$ cat config.mk
export PLATFORM = sky130hd
export DESIGN_NAME = data_memory_dbg
export DESIGN_NICKNAME = d
export VERILOG_FILES = /design/src/rtl/data_memory_dbg.sv
export SDC_FILE = /design/constraint.sdc
export NUM_CORES = 1
export LEC_CHECK = 0
export CAP_MARGIN = 0
export CORE_MARGIN = 2
export CORE_UTILIZATION = 60
export CTS_CLUSTER_DIAMETER = 150
export CTS_CLUSTER_SIZE = 12
export DETAILED_ROUTE_END_ITERATION = 6
export PLACE_DENSITY = 0.87
export REMOVE_ABC_BUFFERS = 1
export SYNTH_ARGS = -nofsm -noshare
export SYNTH_HDL_FRONTEND = slang
export SYNTH_SLANG_ARGS = --single-unit
$ cat constraint.sdc
create_clock -name clk_i -period 3.7 [get_ports clk_i]
set_input_delay 0.555 -clock clk_i [delete_from_list [all_inputs] [get_ports clk_i]]
set_output_delay 0.555 -clock clk_i [all_outputs]
set_load 0.1 [all_outputs]
$ cat src/rtl/data_memory_dbg.sv
// data_memory_dbg: word-organised data RAM shared by the core MEM stage and an
// external debugger.
//   clk_i, rst_i                 clock, async active-high reset
//   mem_rd_i/mem_wr_i/mem_addr_i core request (byte address), write data,
//   mem_wdata_i/mem_be_i         byte enables
//   mem_rdata_o/mem_rvalid_o     registered core read response (1-cycle latency)
//   mem_err_o                    registered misaligned/out-of-range pulse
//   mem_stall_o                  core request not accepted this cycle
//   dm_req_i/dm_we_i/dm_addr_i   debug request (held until grant), full-word
//   dm_wdata_i                   write data
//   dm_gnt_o                     debug request accepted this cycle
//   dm_rvalid_o/dm_rdata_o/      registered debug response, one per grant
//   dm_err_o
module data_memory_dbg #(
   parameter int unsigned DATA_W     = 32,
   parameter int unsigned DEPTH      = 32,
   parameter int unsigned STARVE_MAX = 4
) (
   input  logic                  clk_i,
   input  logic                  rst_i,
   input  logic                  mem_rd_i,
   input  logic                  mem_wr_i,
   input  logic [31:0]           mem_addr_i,
   input  logic [DATA_W-1:0]     mem_wdata_i,
   input  logic [DATA_W/8-1:0]   mem_be_i,
   output logic [DATA_W-1:0]     mem_rdata_o,
   output logic                  mem_rvalid_o,
   output logic                  mem_err_o,
   output logic                  mem_stall_o,
   input  logic                  dm_req_i,
   input  logic                  dm_we_i,
   input  logic [31:0]           dm_addr_i,
   input  logic [DATA_W-1:0]     dm_wdata_i,
   output logic                  dm_gnt_o,
   output logic                  dm_rvalid_o,
   output logic [DATA_W-1:0]     dm_rdata_o,
   output logic                  dm_err_o
);

   localparam int unsigned BE_W      = DATA_W / 8;
   localparam int unsigned LSB       = $clog2(BE_W);
   localparam int unsigned IDX_W     = $clog2(DEPTH);
   localparam int unsigned CNT_W     = $clog2(STARVE_MAX + 1);
   localparam logic [32:0] MEM_BYTES = 33'(DEPTH * BE_W);

   // Misaligned or beyond the last byte of the array.
   function automatic logic addr_err(input logic [31:0] a);
      logic misaligned;
      logic out_of_range;
      misaligned   = (a & 32'(BE_W - 1)) != 32'd0;
      out_of_range = {1'b0, a} >= MEM_BYTES;
      return misaligned | out_of_range;
   endfunction

   logic [DATA_W-1:0] mem_q [DEPTH];

   logic [DATA_W-1:0] mem_rdata_q, mem_rdata_d;
   logic              mem_rvalid_q, mem_rvalid_d;
   logic              mem_err_q, mem_err_d;
   logic [DATA_W-1:0] dm_rdata_q, dm_rdata_d;
   logic              dm_rvalid_q, dm_rvalid_d;
   logic              dm_err_q, dm_err_d;
   logic [CNT_W-1:0]  cnt_q, cnt_d;

   logic              core_active;
   logic              starve;
   logic              gnt;
   logic              core_acc;
   logic              core_rd_acc;
   logic              core_wr_acc;
   logic              core_err;
   logic              dm_err;
   logic [IDX_W-1:0]  core_idx;
   logic [IDX_W-1:0]  dm_idx;

   logic              wr_en;
   logic [IDX_W-1:0]  wr_idx;
   logic [DATA_W-1:0] wr_data;
   logic [BE_W-1:0]   wr_be;

   // Arbitration, address decode and next-state for all response registers.
   always_comb begin
      core_active = mem_rd_i | mem_wr_i;
      starve      = (cnt_q == CNT_W'(STARVE_MAX));
      gnt         = dm_req_i & (~core_active | starve);
      core_acc    = core_active & ~gnt;
      // Simultaneous rd+wr is handled as a write only.
      core_wr_acc = core_acc & mem_wr_i;
      core_rd_acc = core_acc & mem_rd_i & ~mem_wr_i;
      core_err    = addr_err(mem_addr_i);
      dm_err      = addr_err(dm_addr_i);
      core_idx    = mem_addr_i[LSB +: IDX_W];
      dm_idx      = dm_addr_i[LSB +: IDX_W];

      wr_en   = 1'b0;
      wr_idx  = core_idx;
      wr_data = mem_wdata_i;
      wr_be   = mem_be_i;
      if (core_wr_acc && !core_err) begin
         wr_en = 1'b1;
      end else if (gnt && dm_we_i && !dm_err) begin
         wr_en   = 1'b1;
         wr_idx  = dm_idx;
         wr_data = dm_wdata_i;
         wr_be   = {BE_W{1'b1}};
      end

      mem_rvalid_d = core_rd_acc;
      mem_err_d    = core_acc & core_err;
      mem_rdata_d  = mem_rdata_q;
      if (core_rd_acc) begin
         mem_rdata_d = core_err ? '0 : mem_q[core_idx];
      end

      dm_rvalid_d = gnt;
      dm_err_d    = gnt & dm_err;
      dm_rdata_d  = '0;
      if (gnt && !dm_we_i && !dm_err) begin
         dm_rdata_d = mem_q[dm_idx];
      end

      // Counts cycles a pending debug request has been refused.
      cnt_d = cnt_q;
      if (!dm_req_i || gnt) begin
         cnt_d = '0;
      end else if (!starve) begin
         cnt_d = cnt_q + CNT_W'(1);
      end
   end

   // Response and starvation registers.
   always_ff @(posedge clk_i or posedge rst_i) begin
      if (rst_i) begin
         mem_rdata_q  <= '0;
         mem_rvalid_q <= 1'b0;
         mem_err_q    <= 1'b0;
         dm_rdata_q   <= '0;
         dm_rvalid_q  <= 1'b0;
         dm_err_q     <= 1'b0;
         cnt_q        <= '0;
      end else begin
         mem_rdata_q  <= mem_rdata_d;
         mem_rvalid_q <= mem_rvalid_d;
         mem_err_q    <= mem_err_d;
         dm_rdata_q   <= dm_rdata_d;
         dm_rvalid_q  <= dm_rvalid_d;
         dm_err_q     <= dm_err_d;
         cnt_q        <= cnt_d;
      end
   end

   // Storage array: not reset, but writes are suppressed while rst_i is high.
   always_ff @(posedge clk_i) begin
      if (wr_en && !rst_i) begin
         for (int unsigned i = 0; i < BE_W; i++) begin
            if (wr_be[i]) begin
               mem_q[wr_idx][i*8 +: 8] <= wr_data[i*8 +: 8];
            end
         end
      end
   end

   assign mem_rdata_o  = mem_rdata_q;
   assign mem_rvalid_o = mem_rvalid_q;
   assign mem_err_o    = mem_err_q;
   assign mem_stall_o  = core_active & gnt;
   assign dm_gnt_o     = gnt;
   assign dm_rvalid_o  = dm_rvalid_q;
   assign dm_rdata_o   = dm_rdata_q;
   assign dm_err_o     = dm_err_q;

endmodule

==> results.py <==
metrics = {
    "status": {
        "outcome": "completed",
    },
    "timing": {
        "timing.max_slew.rel_slack": 0.154,
        "tns_ns": 0,
        "final_hold_viol_count": 0,
        "hold_ws_ns": 0.505,
        "final.min_clock_period_ns": 3.49,
        "post-route-period-util": 0.944,
        "fin_skew_ns": 0.0385,
        "rsz0062_at_grt": "no",
        "fmaxAchievable_mhz": 286,
        "setup_slack_ns": 0.206,
        "final_number_of_max_transition_violations": 0,
        "tightest_slew_ns": 1.26,
        "finalSetupViolCount": 0,
    },
    "synth": {
        "synth_async_sr_flop_share": 0.0648,
        "yosysWarningCount": 0,
        "synth.ff_latch_count": 1095,
        "ys_dominant_reg_cell": "edfxtp_1",
        "mean_syn_cell_area_um2": 19.5,
        "synth_cell_types": 50,
        "netlist_instances": 2623,
        "synth_edf_count": 1024,
        "portion_of_the_post_synthesis_area_used_by_sequential_elements": 0.637,
        "synthesis.area_um2": 51100,
    },
    "clocking": {
        "tritoncts_buffer_count": 101,
        "clkLatencyLatePin_ns": 0.70,
        "clkSlewWorstSetupHoldPaths_ns": 0.06,
        "cts_sinks": 1095,
        "tritoncts": "built",
        "cts_root_buffer": "clkbuf_16",
        "clock_path_buffers": 3,
        "htreeDepth": 3,
        "hold_buffers": 0,
    },
    "worst_setup_path": {
        "criticalPathCategory": "flop to flop",
        "arrival_time_worst_endpoint_ns": 3.87,
        "worstReg2RegStart": "cnt_q[0]$_DFFE_PP0P_",
        "timing.critical_path.from_type": "flop",
        "critical_path.max_stage_delay_ns": 0.73,
        "cp_max_fo": 31,
        "worstSetupStartpoint": "cnt_q[0]$_DFFE_PP0P_",
        "critPathCaptureType": "flop",
        "worst_ep_required_time_ns": 4.08,
        "cpMaxStageDelayCell": "nor3_1",
        "critical-path-top-delay-family": "buffers and inverters",
        "reg2reg_setup_slack_ns": 0.21,
        "path_cells": "inv_1, ha_1, and2_4, o21ai_2, inv_2, buf_4, nor4_1, buf_4, o21ai_4, buf_4, nor3_1, buf_4",
        "worstPathBufferInverterCount": 6,
        "crit_top_cell": "buf_4",
    },
    "pwr": {
        "powerDensity_nw_per_um2": 429,
        "irDropWorstVdd_mv": 0.345,
        "power_leakage_uw": 0.0193,
        "power.total_uw": 25500,
    },
    "min_path": {
        "min-delay-path-class": "flop to flop",
        "timing.hold.worst.start": "mem_rdata_o[8]$_DFFE_PP0P_",
    },
    "final_layout": {
        "area.growth.synth_to_final_pct": 16.5,
        "layout.core_utilization": 0.709,
        "num-nets-final": 3128,
        "drive_gt1_frac": 0.369,
    },
    "route": {
        "routed_via_density": 7.61,
        "drt-initial-drc-count": 4944,
        "ant_nets": 0,
        "dr_total_vias": 32000,
        "wl_um": 154000,
        "wl_per_cell_um": 36.7,
        "drc": 0,
        "firstDrtPassIters": 6,
    },
    "floorplan": {
        "placeableCoreArea_um2": 84000,
        "floorplan.initialDensity": 0.608,
        "die_area_um2": 87400,
        "total_number_of_placement_rows": 106,
        "chipHeight_um": 296,
        "ioPinCount": 208,
        "die_w_um": 296,
    },
    "global_routing": {
        "grt_antenna_before_repair": 5,
        "grt_max_degree": 95,
        "globalRouteOverflowTotal": 0,
        "vias_in_the_first_global_route": 33200,
        "groute.usage.overall": 0.361,
        "grt_first_pass_wirelength_um": 226000,
    },
    "placement": {
        "half_perimeter_wire_length_after_placement_um": 96300,
        "place.gp.congestion": 0.899,
        "number_of_buffer_cells_added_on_primary_ports": 207,
        "pre_cts_ws_ns": -0.326,
    },
    "run": {
        "timing.max_cap.violations": 0,
    },
}
routing by layer:
layer | track usage | routed length (um) | up-vias
li1 | - | - | 12000
met1 | 0.454 | 47500 | 16100
met2 | 0.566 | 72900 | 3301
met3 | 0.123 | 24600 | 662
met4 | 0.182 | 9380 | 8
met5 | 0 | 40 | -
final timing paths:
path | end | cells after the start
max in group asynchronous | mem_rdata_o[6]$_DFFE_PP0P_ | 3
hold / removal | mem_rdata_o[8]$_DFFE_PP0P_ | 1
setup / recovery | mem_q[26][5]$_DFFE_PP_ | 12
min in group asynchronous | mem_rdata_o[22]$_DFFE_PP0P_ | 3
setup reg to reg | mem_q[26][5]$_DFFE_PP_ | 12
hold reg to reg | mem_rdata_o[8]$_DFFE_PP0P_ | 1
metrics by stage:
stage                     area, um2  std cells
after detailed placement      56600       4019
after global placement        56600       4019
after CTS                     59500       4206
after floorplan               49900       2387
after global routing          59500       4206
final                         59500       4208
layout by cell type, fill, tap and decap left out, types with 35 or more instances in the layout:
master           instances
buf_4                  260
clkbuf_1                78
clkbuf_16              103
clkdlybuf4s50_1        198
dfrtp_1                 71
edfxtp_1              1024
inv_1                   36
mux2i_1                 76
mux4_2                 542
nand2_1                138
nor2_1                  41
nor3_1                  35
nor4_2                  93
o22ai_1                 62
cell usage after synthesis, types with 25 or more instances:
master	count	area (um2)
a211oi_2	25	313
a21oi_1	33	165
a221oi_1	27	236
a22o_1	34	298
a22oi_1	25	188
buf_1	26	97.6
buf_2	79	395
clkbuf_1	93	349
dfrtp_1	71	1780
edfxtp_1	1024	30700
inv_1	37	139
mux2_2	32	360
mux2i_1	82	821
mux4_2	542	12200
nand2_1	138	518
nor2_1	42	158
nor3_1	36	180
nor4_1	90	563
o22ai_1	62	388
flip-flops by register name, indices dropped and copies added (netlist names):
name and count:
dm_rvalid_o 1, dm_err_o 1, mem_rdata_o 32, mem_q 1024, dm_rdata_o 32, mem_rvalid_o 1, cnt_q 3, mem_err_o 1
layout make-up:
cell class | instances | area (um2)
Antenna cell | 2 | 5.00
Clock buffer | 181 | 2870
Clock inverter | 6 | 55.1
Fill cell | 4635 | 24500
Inverter | 39 | 149
Multi-Input combinational cell | 1253 | 17800
Sequential cell | 1095 | 32500
Tap cell | 1134 | 1420
Timing Repair Buffer | 498 | 4700
power by group:
part	total (uW)	internal (uW)	switching, uW
combinational	2230	925	1310
sequential	13500	13500	2.27
clock	9760	5220	4550
cell families after synthesis:
| group | Yosys count | share of synthesized area |
|---|---|---|
| buffers and inverters | 275 | 0.0264 |
| adder cells (fa/ha/maj) | 2 | 0.000490 |
| flip-flops | 1095 | 0.637 |
| AND/OR/NAND/NOR | 365 | 0.0383 |
| AO/OA/AOI/OAI | 226 | 0.0344 |
| multiplexers | 660 | 0.263 |
what timing repair did:
item                       in CTS  in global routing
setup endpoints to repair       0                 16
setup buffers                   0                  0
resized for setup               0                  2
(Power assumes the default switching activity.)
